**config.mk**
```make
export PLATFORM = sky130hd
export DESIGN_NAME = boreal_gate_engine
export DESIGN_NICKNAME = d
export VERILOG_FILES = /design/src/rtl/boreal_gate_engine.sv
export SDC_FILE = /design/constraint.sdc
export NUM_CORES = 1
export LEC_CHECK = 0
export BUFFER_PORTS_ARGS = -buffer_cell sky130_fd_sc_hd__clkbuf_2
export CAP_MARGIN = 25
export CORE_UTILIZATION = 50
export CTS_CLUSTER_DIAMETER = 40
export DETAILED_ROUTE_END_ITERATION = 10
export GPL_ROUTABILITY_DRIVEN = 0
export MAX_ROUTING_LAYER = met4
export PLACE_DENSITY = 0.79
export SETUP_SLACK_MARGIN = 0.15
export SYNTH_ARGS = -nofsm -noshare
export SYNTH_HDL_FRONTEND = slang
export SYNTH_SLANG_ARGS = --single-unit
```
**constraint.sdc**
```tcl
create_clock -name clk -period 7 [get_ports clk]
set_clock_uncertainty 0.15 [all_clocks]
set_input_delay 0 -clock clk [delete_from_list [all_inputs] [get_ports clk]]
set_output_delay 0 -clock clk [all_outputs]
set_load 0.01 [all_outputs]
```
**src/rtl/boreal_gate_engine.sv**
```systemverilog
// Boreal Gate policy engine: MMIO-configured allowlist, windowed rate limiter and
// config lock, deciding commit requests with a one-cycle registered response pulse.
module boreal_gate_engine #(
    parameter int unsigned NUM_TARGETS = 64,
    parameter int unsigned TGT_W       = 6,
    parameter int unsigned ALLOW_WORDS = NUM_TARGETS / 32
) (
    input  logic             clk,
    input  logic             rst_n,
    input  logic             sel,
    input  logic             wr,
    input  logic [31:0]      addr,
    input  logic [31:0]      wdata,
    output logic [31:0]      rdata,
    output logic             ack,
    input  logic             lock_fuse,
    input  logic             req_valid,
    input  logic [TGT_W-1:0] req_target,
    output logic             req_ready,
    output logic             resp_valid,
    output logic             resp_grant,
    output logic [1:0]       resp_reason,
    output logic [31:0]      nonce
);

    localparam int unsigned IDX_W = $clog2(NUM_TARGETS);

    localparam logic [1:0] ReasonOk         = 2'd0;
    localparam logic [1:0] ReasonDisabled   = 2'd1;
    localparam logic [1:0] ReasonNotAllowed = 2'd2;
    localparam logic [1:0] ReasonRate       = 2'd3;

    localparam logic [5:0] WordCtrl     = 6'h00;
    localparam logic [5:0] WordRateLim  = 6'h02;
    localparam logic [5:0] WordRateWin  = 6'h03;
    localparam logic [5:0] WordPolicy   = 6'h04;
    localparam logic [5:0] WordOverride = 6'h05;
    localparam logic [5:0] WordNonce    = 6'h06;
    localparam logic [5:0] WordDenyCnt  = 6'h07;
    localparam logic [5:0] WordStatus   = 6'h08;

    typedef enum logic {StIdle, StResp} state_e;

    state_e      state_q;
    logic        ctrl_en_q, ctrl_lock_q;
    logic [31:0] allow_q [ALLOW_WORDS];
    logic [31:0] rate_lim_q, rate_win_q, policy_q, override_q;
    logic [31:0] nonce_q, deny_cnt_q, win_cnt_q, commit_cnt_q;
    logic [31:0] rdata_q;
    logic        ack_q, req_ready_q, resp_valid_q, resp_grant_q;
    logic [1:0]  resp_reason_q;

    logic [5:0]             word;
    logic                   mmio_go, cfg_wr, rate_win_wr;
    logic [31:0]            rd_allow, rd_mux;
    logic [NUM_TARGETS-1:0] allow_flat;
    logic                   in_range, allow_hit, ovr_active, rate_hit;
    logic [1:0]             dec_reason;
    logic                   accept, grant_evt, deny_evt;

    logic unused_addr;
    assign unused_addr = ^{addr[31:8], addr[1:0]};

    assign word        = addr[7:2];
    assign mmio_go     = sel & ~ack_q;
    assign cfg_wr      = mmio_go & wr & ~ctrl_lock_q;
    assign rate_win_wr = cfg_wr && (word == WordRateWin);

    always_comb begin
        allow_flat = '0;
        rd_allow   = '0;
        for (int unsigned i = 0; i < ALLOW_WORDS; i++) begin
            allow_flat[i*32 +: 32] = allow_q[i];
            if (word[5:4] == 2'b01 && word[3:0] == 4'(i)) rd_allow = allow_q[i];
        end
    end

    always_comb begin
        case (word)
            WordCtrl:     rd_mux = {30'b0, ctrl_lock_q, ctrl_en_q};
            WordRateLim:  rd_mux = rate_lim_q;
            WordRateWin:  rd_mux = rate_win_q;
            WordPolicy:   rd_mux = policy_q;
            WordOverride: rd_mux = override_q;
            WordNonce:    rd_mux = nonce_q;
            WordDenyCnt:  rd_mux = deny_cnt_q;
            WordStatus:   rd_mux = {30'b0, lock_fuse, ctrl_lock_q};
            default:      rd_mux = rd_allow;
        endcase
    end

    // Decision always uses the register values as they stand before this edge's write.
    assign in_range   = 32'(req_target) < NUM_TARGETS;
    assign allow_hit  = allow_flat[req_target[IDX_W-1:0]];
    assign ovr_active = override_q[0] & ~lock_fuse;
    assign rate_hit   = (rate_win_q != 32'd0) && (commit_cnt_q >= rate_lim_q);

    always_comb begin
        dec_reason = ReasonOk;
        if (!ctrl_en_q) begin
            dec_reason = ReasonDisabled;
        end else if (!in_range || (!allow_hit && !ovr_active)) begin
            dec_reason = ReasonNotAllowed;
        end else if (rate_hit) begin
            dec_reason = ReasonRate;
        end
    end

    assign accept    = (state_q == StIdle) & req_valid;
    assign grant_evt = accept & (dec_reason == ReasonOk);
    assign deny_evt  = accept & (dec_reason != ReasonOk);

    always_ff @(posedge clk or negedge rst_n) begin
        if (!rst_n) begin
            ack_q   <= 1'b0;
            rdata_q <= '0;
        end else begin
            ack_q <= mmio_go;
            if (mmio_go) rdata_q <= rd_mux;
        end
    end

    always_ff @(posedge clk or negedge rst_n) begin
        if (!rst_n) begin
            ctrl_en_q   <= 1'b0;
            ctrl_lock_q <= 1'b0;
            rate_lim_q  <= 32'd10;
            rate_win_q  <= 32'd1000;
            policy_q    <= '0;
            override_q  <= '0;
            for (int unsigned i = 0; i < ALLOW_WORDS; i++) allow_q[i] <= '0;
        end else if (cfg_wr) begin
            case (word)
                WordCtrl: begin
                    ctrl_en_q   <= wdata[0];
                    ctrl_lock_q <= ctrl_lock_q | wdata[1];
                end
                WordRateLim:  rate_lim_q <= wdata;
                WordRateWin:  rate_win_q <= wdata;
                WordPolicy:   policy_q   <= wdata;
                WordOverride: if (!lock_fuse) override_q <= wdata;
                default: begin
                    for (int unsigned i = 0; i < ALLOW_WORDS; i++) begin
                        if (word[5:4] == 2'b01 && word[3:0] == 4'(i)) allow_q[i] <= wdata;
                    end
                end
            endcase
        end
    end

    // A grant on the wrap edge is the first commit of the new window.
    always_ff @(posedge clk or negedge rst_n) begin
        if (!rst_n) begin
            win_cnt_q    <= '0;
            commit_cnt_q <= '0;
        end else if (rate_win_wr) begin
            win_cnt_q    <= '0;
            commit_cnt_q <= '0;
        end else if (rate_win_q != 32'd0) begin
            if (win_cnt_q >= rate_win_q - 32'd1) begin
                win_cnt_q    <= '0;
                commit_cnt_q <= grant_evt ? 32'd1 : 32'd0;
            end else begin
                win_cnt_q <= win_cnt_q + 32'd1;
                if (grant_evt && commit_cnt_q != 32'hFFFF_FFFF) begin
                    commit_cnt_q <= commit_cnt_q + 32'd1;
                end
            end
        end
    end

    always_ff @(posedge clk or negedge rst_n) begin
        if (!rst_n) begin
            nonce_q    <= '0;
            deny_cnt_q <= '0;
        end else begin
            if (grant_evt) nonce_q <= nonce_q + 32'd1;
            if (deny_evt && deny_cnt_q != 32'hFFFF_FFFF) deny_cnt_q <= deny_cnt_q + 32'd1;
        end
    end

    always_ff @(posedge clk or negedge rst_n) begin
        if (!rst_n) begin
            state_q       <= StIdle;
            req_ready_q   <= 1'b1;
            resp_valid_q  <= 1'b0;
            resp_grant_q  <= 1'b0;
            resp_reason_q <= ReasonOk;
        end else begin
            case (state_q)
                StIdle: begin
                    if (req_valid) begin
                        state_q       <= StResp;
                        req_ready_q   <= 1'b0;
                        resp_valid_q  <= 1'b1;
                        resp_grant_q  <= (dec_reason == ReasonOk);
                        resp_reason_q <= dec_reason;
                    end
                end
                StResp: begin
                    state_q       <= StIdle;
                    req_ready_q   <= 1'b1;
                    resp_valid_q  <= 1'b0;
                    resp_grant_q  <= 1'b0;
                    resp_reason_q <= ReasonOk;
                end
                default: state_q <= StIdle;
            endcase
        end
    end

    assign rdata       = rdata_q;
    assign ack         = ack_q;
    assign req_ready   = req_ready_q;
    assign resp_valid  = resp_valid_q;
    assign resp_grant  = resp_grant_q;
    assign resp_reason = resp_reason_q;
    assign nonce       = nonce_q;

endmodule

```
== Word level (Yosys, flattened, before mapping) ==
Index checks and enable logic that the tools add are counted.

* Bits in registers: 361
* Word-level logic and storage cells: 103

* $lt $le $gt $ge: 3
* Reduce and logical (&&, ||, !) cells: 25
* Add/subtract/negate cells: 5
* Bitwise operators: 13
* Muxes and demuxes: 26
* Equal/unequal tests: 12

{| class="wikitable"
|+ Operators by type and width
! operator !! count
|-
| $mux W32 || 9
|-
| $pmux W32 S8 || 1
|-
| $add A32 B1 Y32 const B || 4
|-
| $ge A32 B32 Y1 || 2
|-
| $ne A32 B32 Y1 const B || 2
|-
| $reduce_bool A32 Y1 || 1
|-
| $sub A32 B1 Y32 const B || 1
|-
| $eq A6 B3 Y1 const B || 4
|-
| $eq A6 B2 Y1 const B || 2
|-
| $reduce_and A2 Y1 || 5
|-
| $reduce_and A3 Y1 || 3
|-
| $mux W2 || 4
|-
| $pmux W1 S2 || 4
|-
| $and A1 B1 Y1 || 7
|-
| $logic_and A1 B1 Y1 || 7
|-
| $lt A6 B7 Y1 const B || 1
|-
| $bmux W1 S6 || 1
|-
| $eq A6 B4 Y1 const B || 1
|-
| $logic_not A6 Y1 || 1
|-
| $mux W1 || 6
|-
| $not A1 Y1 || 5
|-
| $reduce_or A5 Y1 || 1
|-
| $eq A4 B1 Y1 const B || 1
|-
| $logic_not A4 Y1 || 1
|-
| other kinds (8) || 10
|}

== Depth between registers and ports, before layout ==
* Word-level depth: 13
* Gate-level depth with buffers: 19

== Least setup slack after synthesis ==
No wires, ideal clock.

* Kind: register to register
* Start point: register rate_win_q[2]
* End point: register commit_cnt_q[18]
* Arrival time: 4451 ps
* Required time: 6768 ps
* Path slack: 2317 ps
* Stages on the path, launching flop included: 18
* Cell sequence: dfrtp_1 -> or4_1 -> nor3_4 -> nand3_1 -> or2_2 -> nand2b_1 -> nor3_1 -> xnor2_1 -> ha_1 -> a21o_1 -> a21o_1 -> a221oi_1 -> o211ai_1 -> a21oi_1 -> o21ai_2 -> clkbuf_1 -> or3_1 -> a31oi_1

* Longest elaborated chain between the ends: 10

{| class="wikitable"
|+ Ends and longest elaborated chain
! what !! line !! source
|-
| from (decl) || 47 || <nowiki>logic [31:0] rate_lim_q, rate_win_q, policy_q, override_q;</nowiki>
|-
| from (signal assigned) || 139 || <nowiki>WordRateWin: rate_win_q <= wdata;</nowiki>
|-
| parallel branches: the longest is 10 deep, another holds $sub A32 B1 Y32 || n/a ||
|-
| to (signal assigned) || 162 || <nowiki>commit_cnt_q <= grant_evt ? 32'd1 : 32'd0;</nowiki>
|-
| to (signal assigned) || 166 || <nowiki>commit_cnt_q <= commit_cnt_q + 32'd1;</nowiki>
|-
| to (decl) || 48 || <nowiki>logic [31:0] nonce_q, deny_cnt_q, win_cnt_q, commit_cnt_q;</nowiki>
|}

Several ways; the timed one is not identified. The select of a mux whose other input is x is not followed.
A chain may end at the register's enable or synchronous reset.

== Final worst setup path ==
* Start point: register rate_win_q[2]
* End point: register commit_cnt_q[28]

The elaborated chain is that of the path after synthesis.

==> impl_results.md <==
- Status: finished, final reports clean
- Worst-path fanout max: 40
- Critical path buffers and inverters: 0
- Unique masters post-synth: a little under 70
- IO Count: between 100 and 150
- First-pass DRT Iterations: 6
- H-tree Lvls: 2
- WP data arrival: about 6200 ps
- Synth Register Bits: around 360
- Clk Latency, worst-skew pair: slightly below 600 ps
- WHS Path Cells: 6
- XOR/XNOR share of the synthesized area: 0.0453
- PD cells: 254 nW/um^2
- Fin. max-slew vios: 0
- Cell area after layout: around 22000 um^2
- Leak: 10.2 nW
- # rows: 71
- Reg2reg path depth: 17
- Starting Density: 0.509
- FF-to-FF setup slack: around 1100 ps
- Switching Power: ~1.5 mW
- R2r startpoint: rate_win_q[2]
- Largest net degree at the start of global routing: roughly 190
- Peak supply drop: around 0.19 mV
- Setup TNS: 0 ps
- Path type of the worst setup path: reg -> reg
- Post-synthesis mux area share: 0.138
- Max stage delay on crit path: roughly 800 ps
- CTS sink cnt: about 360
- Hold WS: approximately 55 ps
- Fraction of synthesis flops using an asynchronous set or reset pin: 1.00
- DP Area: about 20000 um^2
- Post-synthesis compound-gate area fraction: 0.139
- Gr usage total: 0.304
- Least-Margin Pin Slew: about 1100 ps
- Internal power consumption: between 4 and 5 mW
- RSZ-0062 raised after global routing: no
- Detailed Route Iter0 Violations: around 1700
- Highest-delay cell along the critical path: nor2_4
- Area growth syn-to-layout: 16.9%
- Hold Crit Class: in -> reg
- Clock power frac: 0.462
- Critical path required time: between 7000 and 8000 ps
- Simple-Gate Fraction of Synth Area: 0.129
- Max-Cap Viols: 0
- Post-synthesis cell area: 19200 um^2
- Fraction of the mapped netlist area in adder cells: 0.0457
- Post-synth EDFFs: 0
- Critical path startpoint category: flip-flop
- Post-synth top area share: 0.460
- ANT nets after route: 0
- Clock-pin transition on the worst setup and hold timing paths: around 60 ps
- Root buf cell: clkbuf_16
- Hold EP: rdata[1]
- Power consumption: 5.70 mW
- Nets@finish: between 2000 and 2500
- Warnings from Yosys: 0
- Residual DRC: 0
- Fillers: about 3000
- Commonest cells in the netlist: dfrtp_1 (352), mux2_2 (196), nand2_1 (149)
- Core ar.: approximately 38000 um^2
- Crit path max-delay family: simple AND/OR/NAND/NOR gates
- Hold Crit Start: addr[6]
- Yosys top cell by area: dfrtp_1
- Top_reg_cell synth: dfrtp_1
- Crit path launch: rate_win_q[2]
- DP HPWL: about 39000 um
- Crit. End Element: flip-flop
- Count leader, synth: dfrtp_1
- Via count: between 15000 and 20000
- Number of flip-flops in the largest register: 64
- Final worst path period share: 0.840
- CTS buffer count: just under 50
- DRT Wirelength: approximately 57000 um
- Post-CTS sizing: 0
- Maximum clock insertion buffer count: 3
- Fin. Hold Viols: 0
- TritonCTS clock tree: done
- Seq pwr share: 0.413
- Die height: 198 um
- Sequential share of the synthesized area: 0.472
- Mapped Cells: around 1800
- Vias in the first global route: approximately 16000
- Largest family of logic cells by synthesized area: compound AO/OA/AOI/OAI gates
- Setup-failing EPs final: 0
- Tmin final: ~6000 ps
- Wire per inst: about 23 um
- PortBufs: about 120
- Critical-path cell list: or4_1, nor3_4, nand3_1, or2_2, nand2b_1, nor4_1, xnor2_1, ha_1, a21oi_1, o21ai_0, a221oi_1, o211ai_1, a21oi_1, o21ai_2, nor2_4, o21ai_0, a31oi_1
- Switching share of power: 0.271
- Die width: approximately 200 um
- Antenna violations before repair: 0
- Largest cells by area after synthesis: dfrtp_1 (46%), mux2_2 (12%), ha_1 (4.6%)
- Layout cells sized above 1: 0.240
- Via density: 6.44
- Gr ovfl total: 0
- Die area: 39100 um^2
- Post-Syn Nets: 1916
- Reg2Reg Capture Point: commit_cnt_q[28]
- First-pass GRT wire length: just under 90000 um
- Slew HR: 0.250
- Syn Area/Cell: about 11 um^2
- Fmax: 170 MHz
- Combinational Power Share: 0.125
layer usage:
layer,up-vias,part of all wire,GRT usage
met3,217,0.095,0.0642
met1,7927,0.39,0.382
met5,-,0,-
met2,876,0.47,0.469
met4,0,0.053,0.146
li1,6879,-,-
placed cells by master (no fill, tap or decap), types with 51 or more instances in the layout:
cell	n
ha_1	70
nor2_1	91
nand3_1	51
o21ai_0	79
mux2_2	196
dfrtp_1	352
clkbuf_2	118
inv_1	53
nand2_1	148
a22oi_1	92
xnor2_1	69
cells by family (layout without fill, tap and decap cells):
family,count (synthesis),count (layout)
AO/OA/AOI/OAI,386,386
XOR/XNOR,99,99
adder cells (fa/ha/maj),70,70
buffers and inverters,143,328
flip-flops,361,361
multiplexers,221,221
other,0,1
AND/OR/NAND/NOR,490,490
worst max path at each step:
stage                             endpoint  slack (ps)  depth (start not counted)
final                     commit_cnt_q[28]        1120                         17
after global routing      commit_cnt_q[29]         750                         17
after CTS                 commit_cnt_q[28]        1160                         17
after detailed placement  commit_cnt_q[28]        1180                         17
after global placement    commit_cnt_q[28]        1350                         17
after floorplan           commit_cnt_q[18]        2320                         17
per-stage QoR:
stage	util	setup WS (ps)	instances
final	0.595	1120	2467
after global routing	0.595	750	2466
after CTS	0.595	1160	2466
after detailed placement	0.537	1180	2332
after global placement	0.537	1350	2332
after floorplan	-	2320	1770
power by group through the flow:
stage	logic [mW]	registers [mW]	clock network (mW)
5_1_grt	0.781	2.36	2.74
4_1_cts	0.705	2.34	2.65
2_1_floorplan	0.434	2.34	0
3_5_place_dp	0.678	2.38	0
3_3_place_gp	0.649	2.37	0
6_report	0.713	2.35	2.63
tightest hold or removal path: cells and delay by family:
family                 cells  cell delay [ps]
AOI/OAI and AO/OA          2              260
and+or+nand+nor            3              380
buffers and inverters      1              100
area by class of cell:
| class | count | area, um^2 | share of cell area |
|---|---|---|---|
| diodes | 1 | 2.50 | 0.000112 |
| clock buffers | 65 | 1350 | 0.0601 |
| clock inverters | 26 | 384 | 0.0171 |
| inverters | 54 | 203 | 0.00905 |
| multi-input cells | 1266 | 9580 | 0.428 |
| flip-flops and latches | 361 | 9040 | 0.404 |
| well taps | 511 | 639 | 0.0285 |
| repair buffers | 183 | 1210 | 0.0538 |
repair_timing:
| action | in CTS | in global routing |
|---|---|---|
| hold endpoints to repair | 341 | 0 |
| buffers inserted | 0 | 0 |
| hold buffers | 43 | 0 |
Note: power is estimated with default switching activity, not from simulation.
